[config.mk]
export PLATFORM = sky130hd
export DESIGN_NAME = uart_tx_scheduler
export DESIGN_NICKNAME = d
export VERILOG_FILES = /design/src/rtl/uart_tx_scheduler_pkg.sv /design/src/rtl/uart_tx_scheduler_byte_fifo.sv /design/src/rtl/uart_tx_scheduler.sv
export SDC_FILE = /design/constraint.sdc
export NUM_CORES = 1
export LEC_CHECK = 0
export CELL_PAD_IN_SITES_DETAIL_PLACEMENT = 1
export CELL_PAD_IN_SITES_GLOBAL_PLACEMENT = 1
export CORE_ASPECT_RATIO = 2
export CORE_MARGIN = 2
export CORE_UTILIZATION = 30
export DETAILED_ROUTE_END_ITERATION = 10
export PLACE_DENSITY = 0.63
export SLEW_MARGIN = 30
export SYNTH_ARGS = -nofsm -noshare
export SYNTH_HDL_FRONTEND = slang
export SYNTH_HIERARCHICAL = 1
export SYNTH_SLANG_ARGS = --single-unit
[constraint.sdc]
create_clock -name clk -period 8.9 [get_ports clk]
set_input_delay 1.78 -clock clk [delete_from_list [all_inputs] [get_ports clk]]
set_output_delay 1.78 -clock clk [all_outputs]
set_load 0.01 [all_outputs]
[src/rtl/uart_tx_scheduler_pkg.sv]
// Shared definitions for the UART transmit scheduler.
//   tx_state_e       : FSM encodings (IDLE=0, SEND=1, WAIT=2)
//   DEF_DEPTH        : default FIFO depth in bytes
//   DEF_FRAME_CYCLES : default clk cycles reserved per UART frame
//   UART_ADDR        : store address decoded upstream into wr_en
package uart_tx_scheduler_pkg;

  typedef enum logic [1:0] {
    ST_IDLE = 2'd0,
    ST_SEND = 2'd1,
    ST_WAIT = 2'd2
  } tx_state_e;

  localparam int          DEF_DEPTH        = 16;
  localparam int          DEF_FRAME_CYCLES = 8680;
  localparam logic [31:0] UART_ADDR        = 32'h1000_0000;

  // Timer width: it only ever holds FRAME_CYCLES-3, so clog2(FRAME_CYCLES) bits suffice.
  function automatic int timer_w(input int frame_cycles);
    return $clog2(frame_cycles);
  endfunction

endpackage

[src/rtl/uart_tx_scheduler_byte_fifo.sv]
// byte_fifo: byte FIFO with registered level/full/empty.
//   clk, rst : clock, synchronous active-high reset
//   push/din : enqueue din (ignored while full)
//   pop/dout : dequeue; dout is the current head (combinational read)
//   level    : bytes held, 0..DEPTH
//   full     : level == DEPTH
//   empty    : level == 0
module byte_fifo #(
  parameter int DEPTH = 16
) (
  input  logic                     clk,
  input  logic                     rst,
  input  logic                     push,
  input  logic                     pop,
  input  logic [7:0]               din,
  output logic [7:0]               dout,
  output logic [$clog2(DEPTH):0]   level,
  output logic                     full,
  output logic                     empty
);
  localparam int AW = $clog2(DEPTH);
  localparam int LW = AW + 1;

  logic [7:0]    mem_q [DEPTH];
  logic [AW-1:0] wr_ptr_q, wr_ptr_d;
  logic [AW-1:0] rd_ptr_q, rd_ptr_d;
  logic [LW-1:0] level_q, level_d;
  logic          push_ok, pop_ok;

  // Flags come from registered level only, so a same-cycle push cannot
  // change what the producer sees this cycle.
  assign full    = (level_q == LW'(DEPTH));
  assign empty   = (level_q == '0);
  assign level   = level_q;
  assign dout    = mem_q[rd_ptr_q];
  assign push_ok = push && !full;
  assign pop_ok  = pop && !empty;

  // DEPTH is a power of two, so pointers wrap naturally; level tells full from empty.
  always_comb begin
    wr_ptr_d = wr_ptr_q;
    rd_ptr_d = rd_ptr_q;
    level_d  = level_q;
    if (push_ok) wr_ptr_d = wr_ptr_q + AW'(1);
    if (pop_ok)  rd_ptr_d = rd_ptr_q + AW'(1);
    case ({push_ok, pop_ok})
      2'b10:   level_d = level_q + LW'(1);
      2'b01:   level_d = level_q - LW'(1);
      default: level_d = level_q;
    endcase
  end

  always_ff @(posedge clk) begin
    if (rst) begin
      wr_ptr_q <= '0;
      rd_ptr_q <= '0;
      level_q  <= '0;
    end else begin
      wr_ptr_q <= wr_ptr_d;
      rd_ptr_q <= rd_ptr_d;
      level_q  <= level_d;
    end
  end

  // Storage needs no reset: level gates every read that matters.
  always_ff @(posedge clk) begin
    if (push_ok && !rst) mem_q[wr_ptr_q] <= din;
  end

endmodule

[src/rtl/uart_tx_scheduler.sv]
// uart_tx_scheduler: buffers CPU stores to the UART and paces them out one
// byte per FRAME_CYCLES.
//   clk, rst          : clock, synchronous active-high reset
//   wr_en, wr_data    : UART store in MA stage and its byte
//   full              : FIFO full; CPU stalls the store
//   uart_wr, uart_dat : one-cycle transmit strobe and byte to the uart module
//   level             : bytes buffered
//   drop_cnt          : saturating count of writes rejected while full
//   idle              : FSM idle and nothing buffered
module uart_tx_scheduler
  import uart_tx_scheduler_pkg::*;
#(
  parameter int DEPTH        = DEF_DEPTH,
  parameter int FRAME_CYCLES = DEF_FRAME_CYCLES
) (
  input  logic                   clk,
  input  logic                   rst,
  input  logic                   wr_en,
  input  logic [7:0]             wr_data,
  output logic                   full,
  output logic                   uart_wr,
  output logic [7:0]             uart_dat,
  output logic [$clog2(DEPTH):0] level,
  output logic [7:0]             drop_cnt,
  output logic                   idle
);
  localparam int            TW         = timer_w(FRAME_CYCLES);
  // SEND (1) + WAIT (FRAME_CYCLES-2) + IDLE (1) = FRAME_CYCLES between strobes.
  localparam logic [TW-1:0] TIMER_LOAD = TW'(FRAME_CYCLES - 3);

  tx_state_e     state_q, state_d;
  logic [TW-1:0] timer_q, timer_d;
  logic          uart_wr_q, uart_wr_d;
  logic [7:0]    uart_dat_q, uart_dat_d;
  logic [7:0]    drop_q, drop_d;
  logic          fifo_pop, fifo_empty;
  logic [7:0]    fifo_dout;

  byte_fifo #(.DEPTH(DEPTH)) u_fifo (
    .clk   (clk),
    .rst   (rst),
    .push  (wr_en),
    .pop   (fifo_pop),
    .din   (wr_data),
    .dout  (fifo_dout),
    .level (level),
    .full  (full),
    .empty (fifo_empty)
  );

  always_comb begin
    state_d    = state_q;
    timer_d    = timer_q;
    uart_wr_d  = 1'b0;
    uart_dat_d = uart_dat_q;
    fifo_pop   = 1'b0;
    case (state_q)
      ST_IDLE: begin
        // Pop on the edge that enters SEND so the strobe is registered.
        if (!fifo_empty) begin
          fifo_pop   = 1'b1;
          uart_dat_d = fifo_dout;
          uart_wr_d  = 1'b1;
          state_d    = ST_SEND;
        end
      end
      ST_SEND: begin
        timer_d = TIMER_LOAD;
        state_d = ST_WAIT;
      end
      ST_WAIT: begin
        if (timer_q == '0) state_d = ST_IDLE;
        else               timer_d = timer_q - TW'(1);
      end
      default: state_d = ST_IDLE;
    endcase
  end

  // A write while full is lost even if a pop frees a slot at the same edge.
  always_comb begin
    drop_d = drop_q;
    if (wr_en && full && (drop_q != 8'hFF)) drop_d = drop_q + 8'd1;
  end

  always_ff @(posedge clk) begin
    if (rst) begin
      state_q    <= ST_IDLE;
      timer_q    <= '0;
      uart_wr_q  <= 1'b0;
      uart_dat_q <= 8'h00;
      drop_q     <= 8'h00;
    end else begin
      state_q    <= state_d;
      timer_q    <= timer_d;
      uart_wr_q  <= uart_wr_d;
      uart_dat_q <= uart_dat_d;
      drop_q     <= drop_d;
    end
  end

  assign uart_wr  = uart_wr_q;
  assign uart_dat = uart_dat_q;
  assign drop_cnt = drop_q;
  assign idle     = (state_q == ST_IDLE) && fifo_empty;

endmodule

==> impl_results.md <==
- Detailed Route Iter0 Violations: approximately 210
- Std cell rows: 81
- Post-CTS clock slew at the launch and capture registers of the worst setup and hold paths: 70 ps
- Worst min-delay path class: flop to flop
- Worst rel slew slack: 0.373
- Portion of the post-synthesis area used by sequential elements: 0.658
- Vias in the first global route: 4,650
- Number of buffers inserted during clock tree synthesis: 17
- # diodes: 0
- Residual DRC: 0
- GRT met1 Usage: 0.134
- Data required time at the worst endpoint: 7120 ps
- H-Tree Level Count: 4
- Area of the mapped netlist: between 7000 and 8000 sq um
- Routability cong.: roughly 0.79
- Setup violators final: 0
- Number of fillers in the final layout: 2,532
- # IOs: 35
- Proportion of netlist area held by the largest area contributor: 0.522
- Most instantiated cells after synthesis: sky130_fd_sc_hd__edfxtp_1 (128), sky130_fd_sc_hd__nor2_1 (54), sky130_fd_sc_hd__dfxtp_1 (50)
- Initial core utilization: 0.303
- Count of flip-flops with a built-in enable after synthesis: ~130
- Pwr/cell area: between 200 and 300 nW/um^2
- Gr ovfl total: 0
- Top area cells in the synthesized netlist: sky130_fd_sc_hd__edfxtp_1 (52%), sky130_fd_sc_hd__dfxtp_1 (14%), sky130_fd_sc_hd__mux4_2 (9.8%)
- Yosys Warn Count: 6
- Overall power after layout: 2.52 mW
- Antenna violations before repair: 0
- Cells traversed along the worst timing path: or4_1 > nor2_1 > and2_1 > clkdlybuf4s50_1
- Summed negative setup slack over all endpoints: 0 ps
- CTS Root Cell: sky130_fd_sc_hd__clkbuf_16
- Fraction of final layout cells with drive strength greater than 1: 0.164
- Setup crit start: u_fifo/level[0]$_SDFFE_PP0P_
- Met2 global-route usage: 0.269
- Peak supply drop: 0.000149 V
- Nets: around 560
- Global-route wire length before repair: 26,200 um
- Post-cts repair resize count: 0
- Kind of start point of the critical path: flop
- Outcome: finished clean
- Hold Fails Final Rpt: 0
- Via count of the routed design: 4,206
- WS Path Type: flop to primary output
- Post-cts hold buffer count: 0
- Core region area: 24,300 sq um
- Post-synthesis register bit count: 178
- Library cell contributing the largest single delay on the critical path: sky130_fd_sc_hd__or4_1
- Post-Syn Nets: 528
- Number of standard cells after synthesis: roughly 510
- Worst-Margin Slew: 936 ps
- Buffers added on ports: 34
- Clk sink count: 178
- Die Outline Area: between 20,000 and 30,000 sq um
- Number of maximum-capacitance constraint violations: 0
- Average wire length per cell after detail routing: 19.8 um
- Pin count of the biggest net entering global routing: 55
- Maximum cell stage delay along the critical path: 710 ps
- Period minus WS final: roughly 4200 ps
- Async set-or-reset flop fraction in the synthesized netlist: 0
- Most instantiated library cell after synthesis: sky130_fd_sc_hd__edfxtp_1
- Number of routed nets with antenna violations: 0
- Height of the die: roughly 230 um
- Signal arrival time at the worst endpoint: 2450 ps
- Largest area contributor in the synthesized netlist: sky130_fd_sc_hd__edfxtp_1
- Leakage power: 2.80 nW
- FMAX: 0.237 GHz
- Post-route clock skew: approximately 12 ps
- GRT Total Usage: 0.138
- Start point of the worst min-delay path: uart_dat[0]$_SDFFE_PP0P_
- Top Usage Layer GRT: met2
- Area growth, synth to finish: 16.6%
- Total half-perimeter wirelength after legalization and detailed placement: 11,900 um
- Final period util: 0.475
- Worst-path maximum fanout: 7
- Clock tree from TritonCTS: yes
- Via-per-instance ratio: 5.01
- Post-detailed-routing wire length: 16,600 um
- Number of pins with negative max-slew slack in the final report: 0
- Sort of element at the end of the critical path: primary output
- Mean area per synthesized cell: 14.6 sq um
- Synth cell types: 59
- Worst-skew pair later-pin latency: 440 ps
- RSZ-0062 raised after global routing: false
- FF-to-FF Start: u_fifo/level[0]$_SDFFE_PP0P_
- Die X-Extent: 115 um
- Most instantiated flip-flop cell in the synthesis netlist: sky130_fd_sc_hd__edfxtp_1
- Met3 global-route usage: 0.0303
- Postcts setup bufs: 0
- 1st-pass router iterations: 4
- Number of buffers between clock root and the deepest sink: 2
cell families (layout without fill, tap and decap cells):
kind of cell	count (synthesis)	count (layout)	share of synthesized area
mux	41	41	0.111
flops	178	178	0.658
compound gates	64	64	0.0601
xor+xnor	11	11	0.0131
simple gates	162	162	0.115
buf+inv	37	81	0.0216
fa+ha+maj	12	12	0.0214
worst max-delay path, delay by kind of cell (launching register included):
kind,cells,cell delay (ps)
and+or+nand+nor,3,1110
buffers and inverters,1,540
DFF,1,350
through the flow:
| step | instances | hold WS [ps] | area, sq um | setup slack (ps) | utilization |
|---|---|---|---|---|---|
| 2_1_floorplan | 505 | 481 | 7360 | 5240 | - |
| 3_3_place_gp | 807 | 460 | 7970 | 4570 | 0.328 |
| 3_5_place_dp | 807 | 461 | 7970 | 4460 | 0.328 |
| 4_1_cts | 839 | 471 | 8570 | 4610 | 0.352 |
| 5_1_grt | 839 | 498 | 8580 | 4570 | 0.353 |
| 6_report | 839 | 468 | 8580 | 4670 | 0.353 |
report_power, final:
part	leakage, nW	switching (mW)	total, mW	internal [mW]
clock	0.285	0.337	0.758	0.421
combinational	0.952	0.390	0.718	0.329
sequential	1.56	0.0852	1.04	0.957
total	2.80	0.812	2.52	1.71
routing by layer:
| layer | part of all wire | up-vias |
|---|---|---|
| met4 | 0.026 | 0 |
| met1 | 0.36 | 2130 |
| met3 | 0.022 | 25 |
| met2 | 0.60 | 63 |
| li1 | - | 1988 |
| met5 | 0 | - |
final timing paths:
path                                                      to  slack (ps)  depth (start not counted)
worst min-delay path                uart_dat[0]$_SDFFE_PP0P_         470                          2
worst max register to register  u_fifo/level[4]$_SDFFE_PP0P_        4970                         12
worst min register to register      uart_dat[0]$_SDFFE_PP0P_         470                          2
worst max-delay path                                    idle        4670                          4
layout make-up:
cell class,count,area [sq um],share of cell area
flip-flops and latches,178,4850,0.565
multi-input cells,290,2380,0.277
clock buffers,17,425,0.0496
well taps,290,363,0.0423
repair buffers,36,350,0.0408
clock inverters,15,174,0.0203
inverters,13,48.8,0.00568
cells in the final DEF (no fill, tap or decap), types with 3 or more instances in the layout:
master and count:
sky130_fd_sc_hd__a211oi_1 3, sky130_fd_sc_hd__a21o_1 4, sky130_fd_sc_hd__a21oi_1 19, sky130_fd_sc_hd__a22oi_1 16, sky130_fd_sc_hd__a31oi_1 3, sky130_fd_sc_hd__and3_1 3, sky130_fd_sc_hd__clkbuf_16 17, sky130_fd_sc_hd__clkdlybuf4s50_1 33
sky130_fd_sc_hd__clkinvlp_4 3, sky130_fd_sc_hd__dfxtp_1 48, sky130_fd_sc_hd__edfxtp_1 128, sky130_fd_sc_hd__ha_1 11, sky130_fd_sc_hd__inv_1 12, sky130_fd_sc_hd__inv_6 3, sky130_fd_sc_hd__mux2i_1 5, sky130_fd_sc_hd__mux4_2 32
sky130_fd_sc_hd__nand2_1 36, sky130_fd_sc_hd__nand2b_1 5, sky130_fd_sc_hd__nand3_1 9, sky130_fd_sc_hd__nand4_1 3, sky130_fd_sc_hd__nor2_1 48, sky130_fd_sc_hd__nor2_2 6, sky130_fd_sc_hd__nor2b_1 7, sky130_fd_sc_hd__nor3_1 8
sky130_fd_sc_hd__nor4_1 6, sky130_fd_sc_hd__o211ai_1 4, sky130_fd_sc_hd__o21ai_0 3, sky130_fd_sc_hd__or3_1 6, sky130_fd_sc_hd__or4_1 3, sky130_fd_sc_hd__xor2_1 9
state kept, by name (all words and copies together) (netlist names), named ones only:
| name | cells |
|---|---|
| u_fifo/mem_q | 128 |
| u_fifo/rd_ptr_q | 4 |
| u_fifo/wr_ptr_q | 4 |
| u_fifo/level | 5 |
| uart_dat | 8 |
| drop_cnt | 8 |
| state_q | 2 |
| uart_wr | 1 |
| timer_q | 14 |
Note: power is estimated with default switching activity, not from simulation.
